--- src/rtl/game_pkg.sv ---
// Shared game types: FSM state encoding and the counter-to-zone decode used by scoring and display.
// Pure declarations; no latency, no backpressure.
package game_pkg;

    typedef enum logic [1:0] {
        ST_IDLE    = 2'd0,
        ST_DECIDE  = 2'd1,
        ST_LOCKOUT = 2'd2,
        ST_RELEASE = 2'd3
    } state_t;

    typedef struct packed {
        logic        vld;
        logic [31:0] idx;
    } zone_t;

    // Zone 0 covers the lowest counts; the rest count down from LED_NUM-1 as cnt rises.
    function automatic zone_t zone_decode(input int unsigned cnt,
                                          input int unsigned led_num,
                                          input int unsigned cnt_lim);
        zone_t       z;
        int unsigned delta;
        delta = cnt_lim / led_num;
        z     = '0;
        if (cnt < delta) begin
            z.vld = 1'b1;
            z.idx = 32'd0;
        end else if (cnt < led_num * delta) begin
            z.vld = 1'b1;
            z.idx = led_num - (cnt / delta);
        end
        return z;
    endfunction

endpackage

--- src/rtl/btn_sync.sv ---
// Two-flop button synchronizer with rising-edge detect, armed only after a real low is seen.
// Latency: 2 cycles to lvl_o, rise_o combinational from registers; no backpressure.
module btn_sync (
    input  logic clk_i,
    input  logic rst_n_i,
    input  logic btn_i,
    output logic lvl_o,
    output logic rise_o
);

    logic r_s1;
    logic r_s2;
    logic r_prev;
    logic r_v1;
    logic r_v2;
    logic r_armed;

    // r_v1/r_v2 mark when r_s2 carries a real sample rather than its reset value,
    // so a button held through reset is not mistaken for a fresh press.
    always_ff @(posedge clk_i) begin
        if (!rst_n_i) begin
            r_s1    <= 1'b0;
            r_s2    <= 1'b0;
            r_prev  <= 1'b0;
            r_v1    <= 1'b0;
            r_v2    <= 1'b0;
            r_armed <= 1'b0;
        end else begin
            r_s1   <= btn_i;
            r_s2   <= r_s1;
            r_prev <= r_s2;
            r_v1   <= 1'b1;
            r_v2   <= r_v1;
            if (r_v2 && !r_s2) begin
                r_armed <= 1'b1;
            end
        end
    end

    assign lvl_o  = r_s2;
    assign rise_o = r_s2 & ~r_prev & r_armed;

endmodule

--- src/rtl/hit_decoder.sv ---
// Decodes a button press against the stopwatch count into a zone, scores hits, then locks out.
// Latency: hit/miss 2 cycles after the IDLE cycle seeing the edge; no backpressure, presses outside IDLE are dropped.
module hit_decoder
    import game_pkg::*;
#(
    parameter int LED_NUM  = 10,
    parameter int CNT_LIM  = 100,
    parameter int LOCK_CYC = 4,
    parameter int SCORE_W  = 8
) (
    input  logic                       clk_i,
    input  logic                       rst_n_i,
    input  logic [$clog2(CNT_LIM):0]   cnt_i,
    input  logic [LED_NUM-1:0]         sw_i,
    input  logic                       btn_i,
    input  logic                       clr_i,
    output logic                       hit_o,
    output logic                       miss_o,
    output logic [$clog2(LED_NUM)-1:0] zone_o,
    output logic                       zone_vld_o,
    output logic [SCORE_W-1:0]         score_o,
    output logic                       busy_o
);

    localparam int CW = $clog2(CNT_LIM) + 1;
    localparam int ZW = $clog2(LED_NUM);
    localparam int LW = $clog2(LOCK_CYC) + 1;
    localparam logic [SCORE_W-1:0] SCORE_MAX = '1;

    state_t          r_state;
    state_t          w_state_nxt;
    logic [CW-1:0]   r_cnt_q;
    logic [LW-1:0]   r_lock;
    logic            r_hit;
    logic            r_miss;
    logic [ZW-1:0]   r_zone;
    logic            r_zone_vld;
    logic [SCORE_W-1:0] r_score;

    logic            w_lvl;
    logic            w_rise;
    zone_t           w_dec;
    logic [ZW-1:0]   w_zone;
    logic            w_hit;
    logic            w_lock_done;

    btn_sync u_btn_sync (
        .clk_i   (clk_i),
        .rst_n_i (rst_n_i),
        .btn_i   (btn_i),
        .lvl_o   (w_lvl),
        .rise_o  (w_rise)
    );

    assign w_dec       = zone_decode(32'(r_cnt_q), LED_NUM, CNT_LIM);
    assign w_zone      = ZW'(w_dec.idx);
    assign w_hit       = w_dec.vld & sw_i[w_zone];
    assign w_lock_done = (r_lock == LW'(LOCK_CYC - 1));

    always_comb begin
        w_state_nxt = r_state;
        case (r_state)
            ST_IDLE:    if (w_rise)      w_state_nxt = ST_DECIDE;
            ST_DECIDE:                   w_state_nxt = ST_LOCKOUT;
            ST_LOCKOUT: if (w_lock_done) w_state_nxt = ST_RELEASE;
            ST_RELEASE: if (!w_lvl)      w_state_nxt = ST_IDLE;
            default:                     w_state_nxt = ST_IDLE;
        endcase
    end

    always_ff @(posedge clk_i) begin
        if (!rst_n_i) begin
            r_state    <= ST_IDLE;
            r_cnt_q    <= '0;
            r_lock     <= '0;
            r_hit      <= 1'b0;
            r_miss     <= 1'b0;
            r_zone     <= '0;
            r_zone_vld <= 1'b0;
            r_score    <= '0;
        end else begin
            r_state <= w_state_nxt;
            r_hit   <= 1'b0;
            r_miss  <= 1'b0;
            case (r_state)
                ST_IDLE: begin
                    if (w_rise) begin
                        r_cnt_q <= cnt_i;
                    end
                end
                ST_DECIDE: begin
                    r_hit      <= w_hit;
                    r_miss     <= ~w_hit;
                    r_zone     <= w_zone;
                    r_zone_vld <= w_dec.vld;
                    r_lock     <= '0;
                end
                ST_LOCKOUT: begin
                    r_lock <= r_lock + LW'(1);
                end
                default: begin
                end
            endcase
            // Clear wins over an increment landing on the same edge.
            if (clr_i) begin
                r_score <= '0;
            end else if (r_state == ST_DECIDE && w_hit && r_score != SCORE_MAX) begin
                r_score <= r_score + SCORE_W'(1);
            end
        end
    end

    assign hit_o      = r_hit;
    assign miss_o     = r_miss;
    assign zone_o     = r_zone;
    assign zone_vld_o = r_zone_vld;
    assign score_o    = r_score;
    assign busy_o     = (r_state != ST_IDLE);

endmodule
--- config.mk ---
export PLATFORM = sky130hd
export DESIGN_NAME = hit_decoder
export DESIGN_NICKNAME = d
export VERILOG_FILES = /design/src/rtl/game_pkg.sv /design/src/rtl/btn_sync.sv /design/src/rtl/hit_decoder.sv
export SDC_FILE = /design/constraint.sdc
export NUM_CORES = 1
export LEC_CHECK = 0
export BUFFER_PORTS_ARGS = -buffer_cell sky130_fd_sc_hd__buf_4
export CAP_MARGIN = 25
export CELL_PAD_IN_SITES_DETAIL_PLACEMENT = 0
export CELL_PAD_IN_SITES_GLOBAL_PLACEMENT = 2
export CORE_UTILIZATION = 33
export DETAILED_ROUTE_END_ITERATION = 12
export PLACE_DENSITY_LB_ADDON = 0.1
export SLEW_MARGIN = 20
export SYNTH_ARGS = -nofsm -noshare
export SYNTH_HDL_FRONTEND = slang
export SYNTH_SLANG_ARGS = --single-unit
--- constraint.sdc ---
create_clock -name clk_i -period 6.2 [get_ports clk_i]
set_input_delay 1.24 -clock clk_i [delete_from_list [all_inputs] [get_ports clk_i]]
set_output_delay 1.24 -clock clk_i [all_outputs]
set_load 0.02 [all_outputs]
==> impl_metrics.csv, run 1 <==
group,metric,value,unit
finish,insertedDiodeCount,0,
global_routing,grt-ovfl-total,0,
cts,cts_htree_levels,2,
routing,ant_nets,0,
logic_synthesis,ys_async_sr_fraction,0,
hold_path,hold_path_class,"reg -> reg",
global_routing,grt_max_degree,27,
floorplan,dieHeight,86.5,microns
timing,finalSetupTns,0,ns
worst_setup_path,path_cells,"nor2_4 > inv_2 > ha_1 > nor2b_1 > nor3_1 > or4_4 > a2111oi_4 > o21ai_0 > ha_1 > nor3b_1 > a311oi_1 > nor3b_1 > mux2i_1 > mux2_4 > or4_1 > a21oi_1",
floorplan,fp.dieW,86.5,microns
worst_setup_path,cp_top_family,"simple AND/OR/NAND/NOR gates",
place,gp_congestion,0.829,
global_routing,grt_pass1_vias,1877,
cts,cts_made_buffers,5,
cts,cts.sinks,33,
logic_synthesis,yosysTopAreaCell,"dfxtp_1",
routing,dr_total_vias,2154,
routing,drc_errors,0,
timing,max_freq,197,MHz
logic_synthesis,synth_cell_types,58,
timing,rsz0062_at_grt,"no",
outcome,status,"finished clean",
logic_synthesis,synthFlopType,"dfxtp_1",
timing,finalCritPeriodShare,0.821,
logic_synthesis,netlist_top_cells_count,"dfxtp_1 (33), nand2_1 (33), a21oi_1 (14)",
logic_synthesis,synth_nets,323,
cts,cts.repair.resized,0,
timing,skew,0.00684,ns
finish,fillers,743,
routing,drt_iter0_drc,62,
run,drv_cap,0,
logic_synthesis,synthCells,292,
routing,first_pass_iters,4,
routing,wl_met3,198,microns
timing,slew_headroom,0.586,
finish,drive_above_1_share,0.196,
logic_synthesis,ys_seq_area_frac,0.281,
worst_setup_path,critPathRequiredTime,6.41,ns
power_and_ir_drop,p_leak,1.03,nW
logic_synthesis,synth-edff-count,0,
place,numPortBuffers,36,
worst_setup_path,start_kind,"register",
timing,drv_slew,0,
routing,m1WireLength,2.81,mm
cts,clk_latency,0.28,ns
cts,root_buffer,"clkbuf_8",
place,dp_hpwl,4.02,mm
global_routing,grt_pass1_wl,9.22,mm
routing,routed_wl,5.52,mm
logic_synthesis,synth_area,2350,sq um
worst_setup_path,crit_fanout,18,
finish,area_growth,18.1,%
worst_setup_path,slowest_stage,"or4_4",
routing,highest_layer,"met4",
routing,vias_per_cell,5.15,
floorplan,start_util,0.345,
worst_setup_path,cp-end-kind,"register",
logic_synthesis,synth_top_area_frac,0.281,
global_routing,antenna_found_initial,0,
floorplan,core_area,6830,sq um
cts,clockBufferDepth,2,
cts,postCtsSetupBuffers,0,
logic_synthesis,synth_seq_cells,33,
floorplan,dieArea,7470,sq um
worst_setup_path,crit_buf_inv,1,
power_and_ir_drop,ir_drop,117,uV
power_and_ir_drop,power,0.522,mW
cts,tritoncts,"done",
finish,nets,352,
timing,finalHoldViolCount,0,
power_and_ir_drop,power_density,188,nW/um^2
cts,clk_pin_slew_worst_paths,0.07,ns
floorplan,rows,30,
worst_setup_path,max_stage_delay,0.53,ns
floorplan,pin_count,38,
worst_setup_path,crit_type,"reg -> reg",
global_routing,gr-usage-all-layers,0.153,
logic_synthesis,synth_area_per_cell,8.06,sq um
timing,tightest_slew,0.620,ns
worst_setup_path,cp.arrival,5.30,ns
timing,period_needed,5.09,ns
cts,postCtsHoldBufs,0,
logic_synthesis,synthTopCellsByArea,"dfxtp_1 (28%), nand2_1 (5.3%), ha_1 (4.8%), mux2i_1 (3.8%), a21boi_0 (3.8%)",
routing,wire_per_inst,13.2,microns
timing,setup_viol,0,
logic_synthesis,yosysWarnings,0,
routing,met2_length,2.49,mm
## final cells by class
type                            instances  area [sq um]  share of cell area
Clock buffer                            7          96.3              0.0347
Clock inverter                          1          5.00             0.00180
Inverter                               11          41.3              0.0149
Multi-Input combinational cell        230          1560               0.560
Sequential cell                        33           661               0.238
Tap cell                               96           120              0.0432
Timing Repair Buffer                   40           300               0.108
## placed cells by master, fill, tap and decap left out, types with 5 or more instances in the layout
master,count
nor2b_1,7
nand3_1,13
nor2_1,13
inv_1,10
a21oi_1,14
and2_1,10
mux2i_1,9
clkbuf_8,7
and3_1,5
dfxtp_1,33
or4_1,6
ha_1,9
nand2_1,33
nand2b_1,11
buf_4,39
o21ai_0,7
nand3b_1,10
a21boi_0,12
o22ai_1,5
## cells by family after synthesis
family | count (synthesis) | share of synthesized area
mux | 10 | 0.0447
flops | 33 | 0.281
buf+inv | 29 | 0.0585
xor+xnor | 4 | 0.0149
simple gates | 128 | 0.299
compound gates | 79 | 0.255
fa+ha+maj | 9 | 0.0478
## report_power, final
part           switching (mW)  internal (mW)  leakage (nW)
sequential            0.00622          0.220         0.267
clock                  0.0761          0.100        0.0542
combinational          0.0667         0.0523         0.706
total                   0.149          0.373          1.03
## state kept, by name (all words and copies together), names as in the netlist, 2 cells and up
register	count
score_o	8
r_cnt_q	7
zone_o	4
r_lock	3
r_state	2
## path summary, 6_finish.rpt
kind                            slack [ns]               to            start  depth (start not counted)
worst min register to register        0.43  u_btn_sync.r_v2  u_btn_sync.r_v1                          1
worst max-delay path                  1.11       score_o[7]       r_cnt_q[5]                         16
worst min-delay path                  0.43  u_btn_sync.r_v2  u_btn_sync.r_v1                          1
worst max register to register        1.11       score_o[7]       r_cnt_q[5]                         16
## per-layer routing
metal | vias up | track usage
li1 | 1126 | -
met1 | 988 | 0.220
met2 | 38 | 0.238
met3 | 2 | 0.0333
met4 | 0 | 0.0227
met5 | - | 0
## through the flow
stage          std cells  utilization  hold WS [ns]  setup slack (ns)  cell area, sq um
3_3_place_gp         409        0.391         0.414              1.17              2670
6_report             418        0.407         0.426              1.11              2780
2_1_floorplan        292            -         0.412              1.45              2350
5_1_grt              418        0.407         0.445             0.705              2780
4_1_cts              417        0.406         0.433              1.08              2770
3_5_place_dp         409        0.391         0.420              1.12              2670
No activity file was read; power rests on OpenSTA's default activity.
==> run 2, diff against run 1 <==
==> constraint.sdc (replaced) <==
create_clock -name clk_i -period 4.7 [get_ports clk_i]
set_input_delay 0.94 -clock clk_i [delete_from_list [all_inputs] [get_ports clk_i]]
set_output_delay 0.94 -clock clk_i [all_outputs]
set_load 0.02 [all_outputs]
==> run 2 against run 1 <==
  * Total power is 36% higher
  * Non-clock buffer count is 22 higher
  * Worst setup slack worse by 0.81 ns
  * Wire length is 3.9% higher
  * Sequential share of layout area is 1.6 points lower
  * Maximum frequency is 16% higher
  * Critical path type unchanged
==> impl_metrics.csv, run 2 (synthesis results as in run 1) <==
group,metric,value,unit
outcome,status,"finished clean",
finish,regArea,662,sq um
finish,multiInputGateArea,1600,sq um
timing,max_freq,227,MHz
floorplan,fp.dieW,86.5,microns
global_routing,antenna_found_initial,0,
global_routing,gr-usage-all-layers,0.158,
global_routing,grt_pass1_vias,2119,
finish,area_growth,27.0,%
global_routing,grt-ovfl-total,0,
worst_setup_path,critPathRequiredTime,4.91,ns
timing,period_needed,4.40,ns
routing,wire_per_inst,13.0,microns
cts,postCtsHoldBufs,0,
floorplan,dieHeight,86.5,microns
floorplan,rows,30,
routing,routed_wl,5.74,mm
power_and_ir_drop,power,0.712,mW
worst_setup_path,crit_type,"reg -> reg",
finish,drive_above_1_share,0.264,
timing,finalSetupTns,0,ns
cts,cts_made_buffers,5,
power_and_ir_drop,p_leak,1.14,nW
floorplan,core_area,6830,sq um
timing,finalCritPeriodShare,0.935,
finish,instances_no_fill,441,
finish,largest_register_ffs,8,
routing,drc_errors,0,
timing,setup_viol,0,
finish,final_cell_area,2990,sq um
floorplan,pin_count,38,
global_routing,grt_pass1_wl,9.61,mm
worst_setup_path,start_kind,"register",
hold_path,hold_path_class,"reg -> reg",
cts,root_buffer,"clkbuf_8",
finish,nets,375,
timing,slew_headroom,0.614,
cts,clockBufferDepth,2,
timing,rsz0062_at_grt,"no",
finish,final_cell_mix,"buf_4 (62), nand2_1 (33), dfxtp_1 (32)",
timing,tightest_slew,0.571,ns
worst_setup_path,cp.arrival,4.61,ns
floorplan,start_util,0.345,
cts,cts_htree_levels,2,
power_and_ir_drop,power_density,238,nW/um^2
cts,clk_latency,0.28,ns
global_routing,grt_max_degree,27,
finish,fillers,761,
finish,final_common_cell,"buf_4",
timing,finalHoldViolCount,0,
routing,drt_iter0_drc,54,
power_and_ir_drop,ir_drop,162,uV
cts,clk_pin_slew_worst_paths,0.07,ns
cts,tritoncts,"done",
timing,drv_slew,0,
place,place_inst,428,
run,drv_cap,0,
place,dpl_cell_area,2810,sq um
timing,skew,0.00670,ns
worst_setup_path,crit_fanout,7,
routing,dr_total_vias,2284,
finish,insertedDiodeCount,0,
timing,whs,0.437,ns
routing,ant_nets,0,
worst_setup_path,cp-end-kind,"register",
place,numPortBuffers,36,
place,gp_congestion,0.778,
floorplan,dieArea,7470,sq um
place,dp_hpwl,4.24,mm
cts,cts.sinks,33,
routing,vias_per_cell,5.18,
routing,first_pass_iters,4,
[run 2: timing repair]
item                       CTS  global route
resized for setup            0             5
setup buffers                0             4
setup endpoints to repair    0             7
[run 2: per-stage QoR]
| stage | util | worst slack [ns] |
|---|---|---|
| after floorplan | - | 0.0284 |
| after global placement | 0.412 | 0.157 |
| after detailed placement | 0.412 | 0.164 |
| after CTS | 0.427 | 0.136 |
| after global routing | 0.438 | 0.0519 |
| final | 0.438 | 0.303 |
[run 2: final timing paths]
check,startpoint,to,slack [ns],cells past startpoint
worst min-delay path,u_btn_sync.r_s1,u_btn_sync.lvl_o,0.44,1
worst min register to register,u_btn_sync.r_s1,u_btn_sync.lvl_o,0.44,1
worst max-delay path,r_cnt_q[5],score_o[5],0.30,18
worst max register to register,r_cnt_q[5],score_o[5],0.30,18
[run 2: layout make-up]
cell class,instances,area share
multi-input combinational,231,0.535
sequential,33,0.221
timing repair buffer,62,0.156
tap,96,0.0402
clock buffer,7,0.0322
inverter,11,0.0138
clock inverter,1,0.00167
[run 2: where the power goes]
group	internal [mW]	switching [mW]	total [mW]
clock network	0.132	0.0994	0.232
registers	0.291	0.00749	0.298
logic	0.0876	0.0949	0.182
total	0.510	0.202	0.712
[run 2: layer usage]
layer	GRT usage	up-vias	wire (microns)
met1	0.212	1073	2790
met4	0.0288	0	44
met3	0.0305	4	213
met5	0	-	0
li1	-	1167	-
met2	0.266	40	2690
[run 2: worst max-delay path: stages (launching register included)]
cell	delay [ns]
dfxtp_1	0.33
nor2_4	0.12
inv_2	0.06
ha_4	0.28
nor2b_2	0.06
a221o_1	0.32
or4_4	0.55
a2111oi_4	0.39
o21ai_0	0.23
ha_4	0.30
buf_4	0.15
mux2i_1	0.13
nand3b_1	0.09
a21boi_0	0.08
nor3_1	0.18
mux2i_1	0.14
mux2_4	0.32
or4_1	0.47
a21oi_1	0.14
